File: src/rtl/apb_master.sv
// APB master: one request/response port in, single APB transfer at a time out.
// Optional ACCESS-phase timeout is built when APB_MASTER_TIMEOUT_EN is defined.
module apb_master #(
    parameter int TIMEOUT_CYCLES = 16
) (
    input  logic        PCLK,
    input  logic        PRESET,
    input  logic        req_valid,
    output logic        req_ready,
    input  logic        req_write,
    input  logic [63:0] req_addr,
    input  logic [63:0] req_wdata,
    output logic        rsp_valid,
    output logic [63:0] rsp_rdata,
    output logic        rsp_err,
    output logic        cs,
    output logic        PSEL1,
    output logic        PSEL2,
    output logic        PENABLE,
    output logic        PWRITE,
    output logic [63:0] PADDR,
    output logic [63:0] PWDATA,
    input  logic [63:0] PRDATA,
    input  logic        PREADY,
    input  logic        slverr
);

    // Handshake: a request transfers at a PCLK edge where req_valid && req_ready.
    // req_ready is high only in IDLE, so nothing is ever queued behind a transfer.

    localparam logic [1:0] IDLE   = 2'd0;
    localparam logic [1:0] SETUP  = 2'd1;
    localparam logic [1:0] ACCESS = 2'd2;

    generate
        if (TIMEOUT_CYCLES < 1) begin : g_bad_cfg
            $error("apb_master: TIMEOUT_CYCLES must be at least 1");
        end
    endgenerate

    logic [1:0]  state;
    logic        write_q;
    logic [63:0] addr_q;
    logic [63:0] wdata_q;

`ifdef APB_MASTER_TIMEOUT_EN
    localparam int TW = $clog2(TIMEOUT_CYCLES + 1);
    logic [TW-1:0] tcnt;
`endif

    always_ff @(posedge PCLK) begin
        if (PRESET) begin
            state     <= IDLE;
            write_q   <= 1'b0;
            addr_q    <= '0;
            wdata_q   <= '0;
            rsp_valid <= 1'b0;
            rsp_err   <= 1'b0;
            rsp_rdata <= '0;
`ifdef APB_MASTER_TIMEOUT_EN
            tcnt      <= '0;
`endif
        end else begin
            rsp_valid <= 1'b0;
            case (state)
                IDLE: begin
                    if (req_valid) begin
                        write_q <= req_write;
                        addr_q  <= req_addr;
                        wdata_q <= req_wdata;
                        state   <= SETUP;
`ifdef APB_MASTER_TIMEOUT_EN
                        tcnt    <= '0;
`endif
                    end
                end
                SETUP: state <= ACCESS;
                ACCESS: begin
                    // PRDATA and slverr are only meaningful on the completing cycle.
                    if (PREADY) begin
                        state     <= IDLE;
                        rsp_valid <= 1'b1;
                        rsp_err   <= slverr;
                        rsp_rdata <= write_q ? 64'd0 : PRDATA;
                    end
`ifdef APB_MASTER_TIMEOUT_EN
                    else if (tcnt == TW'(TIMEOUT_CYCLES - 1)) begin
                        state     <= IDLE;
                        rsp_valid <= 1'b1;
                        rsp_err   <= 1'b1;
                        rsp_rdata <= 64'd0;
                    end else begin
                        tcnt <= tcnt + TW'(1);
                    end
`endif
                end
                default: state <= IDLE;
            endcase
        end
    end

    assign req_ready = (state == IDLE);
    assign cs        = (state != IDLE);
    assign PENABLE   = (state == ACCESS);
    assign PSEL1     = cs & addr_q[62];
    assign PSEL2     = cs & addr_q[63];
    assign PWRITE    = write_q;
    assign PADDR     = addr_q;
    assign PWDATA    = wdata_q;

endmodule

File: config.mk
export PLATFORM = sky130hd
export DESIGN_NAME = apb_master
export DESIGN_NICKNAME = d
export VERILOG_FILES = /design/src/rtl/apb_master.sv
export SDC_FILE = /design/constraint.sdc
export NUM_CORES = 1
export LEC_CHECK = 0
export CAP_MARGIN = 30
export CORE_AREA = 2 2 156 158
export DETAILED_ROUTE_END_ITERATION = 8
export DIE_AREA = 0 0 158 160
export PLACE_DENSITY = 0.75
export SLEW_MARGIN = 20
export SYNTH_ARGS = -nofsm -noshare
export SYNTH_HDL_FRONTEND = slang
export SYNTH_SLANG_ARGS = --single-unit
File: constraint.sdc
create_clock -name PCLK -period 3.5 [get_ports PCLK]
set_input_delay 0.35 -clock PCLK [delete_from_list [all_inputs] [get_ports PCLK]]
set_output_delay 0.35 -clock PCLK [all_outputs]
set_load 0.005 [all_outputs]
==> results of run 1 <==
## synthesized netlist by cell type
library cell    n  area share [%]
or3b_1         64             6.3
nor3b_1         1           0.084
a21oi_1         1           0.056
or3b_2          1           0.098
buf_2           8            0.45
nor2b_1         5            0.35
inv_1           1           0.042
buf_6          16             2.0
clkbuf_1       49             2.1
and3b_1         1           0.098
mux2i_1       194              22
nor2_1          1           0.042
dfxtp_1       197              44
nand2b_1      325              23
## layout make-up
| type | count | area, µm² |
|---|---|---|
| Tap cell | 324 | 405 |
| Inverter | 1 | 3.75 |
| Clock buffer | 18 | 429 |
| Multi-Input combinational cell | 593 | 4610 |
| Sequential cell | 197 | 3950 |
| Clock inverter | 14 | 155 |
| Timing Repair Buffer | 408 | 4120 |
| Fill cell | 2104 | 10200 |
## power groups by stage
stage                     sequential (mW)  clock [mW]  combinational, mW
final                                2.43        1.98              0.944
after global routing                 2.45        2.15               1.02
after CTS                            2.44        2.05              0.956
after detailed placement             2.49           0              0.952
after global placement               2.48           0              0.939
after floorplan                      2.49           0              0.406
## metal layers
metal	up-vias	part of all wire (%)	wire (µm)	GRT usage (%)
li1	3538	-	-	-
met1	3174	43	10400	21.9
met2	251	47	11600	31.5
met3	38	7.4	1810	5.56
met4	0	2.7	672	6.96
met5	-	0	0	0
## stage by stage
| step | cells | utilization, % |
|---|---|---|
| 3_5_place_dp | 1523 | 54.9 |
| 6_report | 1555 | 57.4 |
| 2_1_floorplan | 864 | - |
| 4_1_cts | 1555 | 57.4 |
| 3_3_place_gp | 1522 | 54.8 |
| 5_1_grt | 1555 | 57.4 |
## cell families after synthesis
family | Yosys count | share of synthesized area, %
and+or+nand+nor | 398 | 29.6
DFF | 197 | 44.1
muxes | 194 | 21.7
buffers and inverters | 74 | 4.56
AOI/OAI and AO/OA | 1 | 0.0559
## how the worst min path moves through the flow
stage	endpoint	slack [ns]
floorplan	PADDR[0]	0.46
finish	PADDR[45]	0.47
global route	PWDATA[11]	0.47
global placement	PADDR[44]	0.46
detailed placement	PADDR[17]	0.46
CTS	PADDR[41]	0.46
## state kept, by name, indices dropped and copies added, names as in the netlist
| signal | count |
|---|---|
| PADDR | 64 |
| PWDATA | 64 |
| rsp_rdata | 64 |
| state | 2 |
| PWRITE | 1 |
| rsp_err | 1 |
| rsp_valid | 1 |
## worst register-to-register path: cells and delay by family, from the launching register on
kind	cells	cell delay (ns)
buffers and inverters	1	0.37
DFF	1	0.38
muxes	1	0.22
and+or+nand+nor	1	0.78
==> metrics.csv, run 1 <==
stage;metric;value;unit
placed_design;post-place-ws;1.33;ns
clocking;root_buffer;clkbuf_16;
placed_design;gp_congestion;0.735;
timing;min_period_over_period;67.2;%
pwr;pwr-share-clk;37.0;%
flow_run;maxCapViolCount;0;
clocking;clock_sinks;197;
critical_path;cp_cell_sequence;buf_4 -> clkdlybuf4s50_1;
critical_path;r2r_cells;3;
grt;grt_pass1_vias;6931;
clocking;clock_latency;0.42;ns
grt;grt_pass1_wl;37100;µm
route;drt-total-wl;24500;µm
timing;fin_tns_setup;0;ns
critical_path;cpMaxStageDelayCell;clkdlybuf4s50_1;
clocking;clk_pin_slew;0.08;ns
final_layout;area_growth_syn_to_layout;52.6;%
clocking;h-tree-depth;4;
timing;max_freq;425;MHz
route;drt_iter0_drc;303;
critical_path;worst_ep_arrival_time;2.00;ns
timing;hold_ws;0.472;ns
route;final_antenna_net_count;0;
pwr;p_leak;5.04;nW
status;outcome;finished clean;
timing;rsz0062_at_grt;false;
clocking;ctsResizeCount;0;
placed_design;place_area;0.0131;mm²
route;wl_per_cell;15.7;µm
critical_path;slowest_delay;0.60;ns
floorplanning;die-area;0.0253;mm²
pwr;p_int;4.01;mW
timing;worst_slew_pin_slew;0.710;ns
critical_path;cp_max_fo;50;
pwr;p_sw_share;25.2;%
critical_path;worst_r2r_endpoint;rsp_rdata[38];
critical_path;endpoint_kind;primary output;
route;drc;0;
floorplanning;die_h;160;µm
floorplanning;io_pins;398;
yosys;seq_area_frac_synth;44.1;%
floorplanning;rows;57;
route;num_vias;7001;
placed_design;port_buffers;397;
yosys;synthCells;864;
timing;period_needed;2.35;ns
timing;maxSlewViolCount;0;
critical_path;r2r_setup_slack;1.67;ns
floorplanning;initial_utilization;37.6;%
critical_path;worst_setup_path_start_kind;register;
clocking;cts_tree;built;
critical_path;r2r_start;state[0];
final_layout;final_common_cell;clkdlybuf4s50_1;
pwr;p_per_area;392;mW/mm²
yosys;synthesis.nets;1062;
yosys;syn-mean-instance-area;10.4;µm²
yosys;syn_area;0.00895;mm²
grt;track_usage;18.5;%
timing;finalHoldViolations;0;
critical_path;critPathKind;register to primary output;
final_layout;final_cell_area;0.0137;mm²
critical_path;crit_path_start;PWRITE;
min_path;holdPathStages;2;
min_path;min-delay-path-class;register to register;
final_layout;layout-drive-gt1-share;3.82;%
pwr;seqPwrFrac;45.4;%
min_path;hold_start;PADDR[45];
critical_path;crit_family;buffers and inverters;
final_layout;diodes;0;
floorplanning;coreArea;0.0238;mm²
pwr;finalPower;5.36;mW
clocking;cts_hold_buf;0;
pwr;peakVddDrop;0.245;mV
route;viasPerCell;4.50;
clocking;post_cts_buffers;0;
clocking;cts_made_buffers;17;
grt;overflow;0;
yosys;ys_types;14;
timing;finalSetupViolCount;0;
route;drt_pass1_iterations;4;
yosys;ys_ff_latch;197;
yosys;yosys_warnings;0;
timing;maxSlewHeadroom;52.7;%
grt;grt_start_max_net_pins;132;
grt;grt_antenna_before_repair;0;
critical_path;endpoint;PWRITE;
pwr;power_frac_comb;17.6;%
floorplanning;die_width;158;µm
critical_path;path_depth;2;
clocking;clk_path_buf_depth;2;
critical_path;cp.buffers_inverters;2;
final_layout;fin_nets;1416;
critical_path;cp_data_required_time;3.15;ns
placed_design;hpwl;17500;µm
timing;finalClockSkew;0.0112;ns
pwr;switchingPower;1.35;mW
final_layout;mostFrequentLayoutCells;clkdlybuf4s50_1, nand2b_1, dfxtp_1;
timing;fin_ws;1.15;ns
Power figures use the tool's default switching activity.
==> inputs of run 2 (changes only) <==
--- a/config.mk
+++ b/config.mk
@@ -6,10 +6,9 @@
 export NUM_CORES = 1
 export LEC_CHECK = 0
 export CAP_MARGIN = 30
-export CORE_AREA = 2 2 156 158
+export CORE_UTILIZATION = 38
 export DETAILED_ROUTE_END_ITERATION = 8
-export DIE_AREA = 0 0 158 160
-export PLACE_DENSITY = 0.75
+export PLACE_DENSITY = 0.78
 export SLEW_MARGIN = 20
 export SYNTH_ARGS = -nofsm -noshare
 export SYNTH_HDL_FRONTEND = slang
==> constraint.sdc (replaced) <==
create_clock -name PCLK -period 1.95 [get_ports PCLK]
set_input_delay 0.195 -clock PCLK [delete_from_list [all_inputs] [get_ports PCLK]]
set_output_delay 0.195 -clock PCLK [all_outputs]
set_load 0.005 [all_outputs]
==> run 2 against run 1 <==
Net effect:
- setup slack worse by 1.0 ns
- first-iteration DRC count increased by 13%
- wire length decreased by 0.19%
- combinational power is 84% higher
- hold slack got worse by 0.16 ns
- via count increased by 1.1%
==> metrics.csv, run 2 (synthesized netlist as in run 1, its figures left out) <==
stage;metric;value;unit;change
clocking;cts_hold_buf;0;;unchanged
floorplanning;coreArea;0.0228;mm²;-4.1%
clocking;cts_tree;built;;
grt;overflow;0;;unchanged
grt;use_met3;6.43;%;+0.87 points
final_layout;ff_latch_area;0.00395;mm²;unchanged
critical_path;cpMaxStageDelayCell;clkdlybuf4s50_1;;
floorplanning;die_width;155;µm;-1.6%
floorplanning;rows;55;;-3.5%
pwr;peakVddDrop;0.602;mV;+150%
timing;rsz0062_at_grt;false;;
timing;maxSlewViolCount;0;;unchanged
placed_design;port_buffers;397;;unchanged
timing;maxSlewHeadroom;71.1;%;+18 points
final_layout;final_util;60.7;%;+3.3 points
timing;min_period_over_period;94.4;%;
critical_path;cp_max_fo;6;;-88%
final_layout;final_common_cell;clkdlybuf4s50_1;;
grt;grtUsageMet2;33.4;%;+1.9 points
clocking;post_cts_buffers;0;;unchanged
clocking;clk_pin_slew;0.08;ns;about the same
critical_path;slowest_delay;0.50;ns;-0.10 ns
final_layout;fin_cells;1559;;+0.26%
timing;fin_tns_setup;0;ns;unchanged
placed_design;place_area;0.0133;mm²;+1.4%
clocking;clock_latency;0.42;ns;about the same
final_layout;area_growth_syn_to_layout;54.9;%;
route;wl_per_cell;15.7;µm;-0.44%
grt;grtUsageMet1;22.3;%;+0.47 points
floorplanning;die_h;155;µm;-2.8%
floorplanning;die-area;0.0242;mm²;-4.4%
route;drc;0;;unchanged
clocking;h-tree-depth;4;;unchanged
placed_design;gp_congestion;0.772;;+5.1%
timing;finalHoldViolations;0;;unchanged
timing;finalSetupViolCount;0;;unchanged
min_path;min-delay-path-class;input pin to register;;
floorplanning;initial_utilization;39.2;%;+1.6 points
timing;max_freq;543;MHz;
grt;grt_pass1_vias;6937;;+0.087%
pwr;p_leak;5.14;nW;+2.0%
clocking;clk_path_buf_depth;2;;unchanged
critical_path;cp.buffers_inverters;1;;-1
route;drt_iter0_drc;343;;+13%
final_layout;diodes;0;;unchanged
clocking;cts_made_buffers;17;;unchanged
critical_path;critPathKind;register to primary output;;
grt;grt_start_max_net_pins;64;;-52%
final_layout;mostFrequentLayoutCells;clkdlybuf4s50_1, nand2b_1, dfxtp_1;;
flow_run;maxCapViolCount;0;;unchanged
grt;grt_antenna_before_repair;0;;unchanged
pwr;p_per_area;699;mW/mm²;+78%
critical_path;endpoint_kind;primary output;;
route;drt-total-wl;24400;µm;-0.19%
critical_path;cp_data_required_time;1.75;ns;-1.40 ns
clocking;ctsResizeCount;0;;unchanged
critical_path;cp_cell_sequence;nor2_1 -> nor2b_1 -> clkdlybuf4s50_1;;
final_layout;fin_nets;1431;;+1.1%
critical_path;worst_setup_path_start_kind;register;;
critical_path;worst_ep_arrival_time;1.65;ns;-0.35 ns
route;num_vias;7080;;+1.1%
critical_path;crit_family;buffers and inverters;;
timing;worst_slew_pin_slew;0.434;ns;-0.276 ns
timing;finalClockSkew;0.00975;ns;-0.00145 ns
status;outcome;finished clean;;
route;drt_pass1_iterations;4;;unchanged
grt;grt_pass1_wl;36900;µm;-0.41%
final_layout;multi_input_area;0.00461;mm²;unchanged
grt;busiest_layer;met2;;
clocking;clock_sinks;197;;unchanged
clocking;root_buffer;clkbuf_16;;
final_layout;n_fill_cell;1990;;-5.4%
final_layout;final_cell_area;0.0139;mm²;+1.5%
grt;track_usage;19.5;%;+0.97 points
placed_design;placed_cells;1527;;+0.26%
route;viasPerCell;4.54;;+0.87%
timing;period_needed;1.84;ns;
route;final_antenna_net_count;0;;unchanged
placed_design;hpwl;18000;µm;+3.0%
final_layout;layout-drive-gt1-share;5.06;%;+1.2 points
floorplanning;io_pins;398;;unchanged
pwr;finalPower;9.69;mW;+81%
[run 2: cell types whose count changed in the layout (fill, tap and decap cells not counted), sizes merged]
cell,previous run,this run
buf,11,27
clkinv,3,8
inv,11,6
clkbuf,19,17
clkinvlp,0,1
[run 2: routing by layer]
| layer | up-vias | part of all wire (%) |
|---|---|---|
| met2 | 253 | 48 |
| met4 | 0 | 2.8 |
| li1 | 3578 | - |
| met3 | 39 | 7.7 |
| met5 | - | 0 |
| met1 | 3210 | 41 |
[run 2: tightest hold or removal path, cell delays in order]
cell and delay [ns]:
buf_6 0.19, nand2b_1 0.19, mux2i_1 0.11
[run 2: path summary, 6_finish.rpt]
check / slack [ns] / to / cells past startpoint / startpoint
setup / recovery: 0.11 / PSEL1 / 3 / state[0]
setup reg to reg: 0.50 / PWDATA[54] / 4 / state[1]
hold / removal: 0.31 / PADDR[58] / 3 / PRESET
hold reg to reg: 0.47 / PWDATA[13] / 2 / PWDATA[13]
[run 2: layout make-up]
| cell class | count | area share (%) |
|---|---|---|
| repair buffers | 423 | 31.2 |
| inverters | 1 | 0.0271 |
| multi-input cells | 593 | 33.2 |
| clock inverters | 15 | 1.24 |
| well taps | 313 | 2.82 |
| clock buffers | 17 | 3.07 |
| flip-flops and latches | 197 | 28.4 |
[run 2: power breakdown]
part | switching, mW | internal (mW) | total, mW
clock network | 1.74 | 1.83 | 3.57
registers | 0.131 | 4.25 | 4.38
logic | 0.585 | 1.16 | 1.74
[run 2: metrics by stage]
stage | setup slack, ns | hold WS [ns]
final | 0.109 | 0.312
after global routing | 0.00926 | 0.306
after CTS | 0.0594 | 0.306
after detailed placement | 0.243 | 0.460
after global placement | 0.262 | 0.456
after floorplan | 0.747 | 0.350
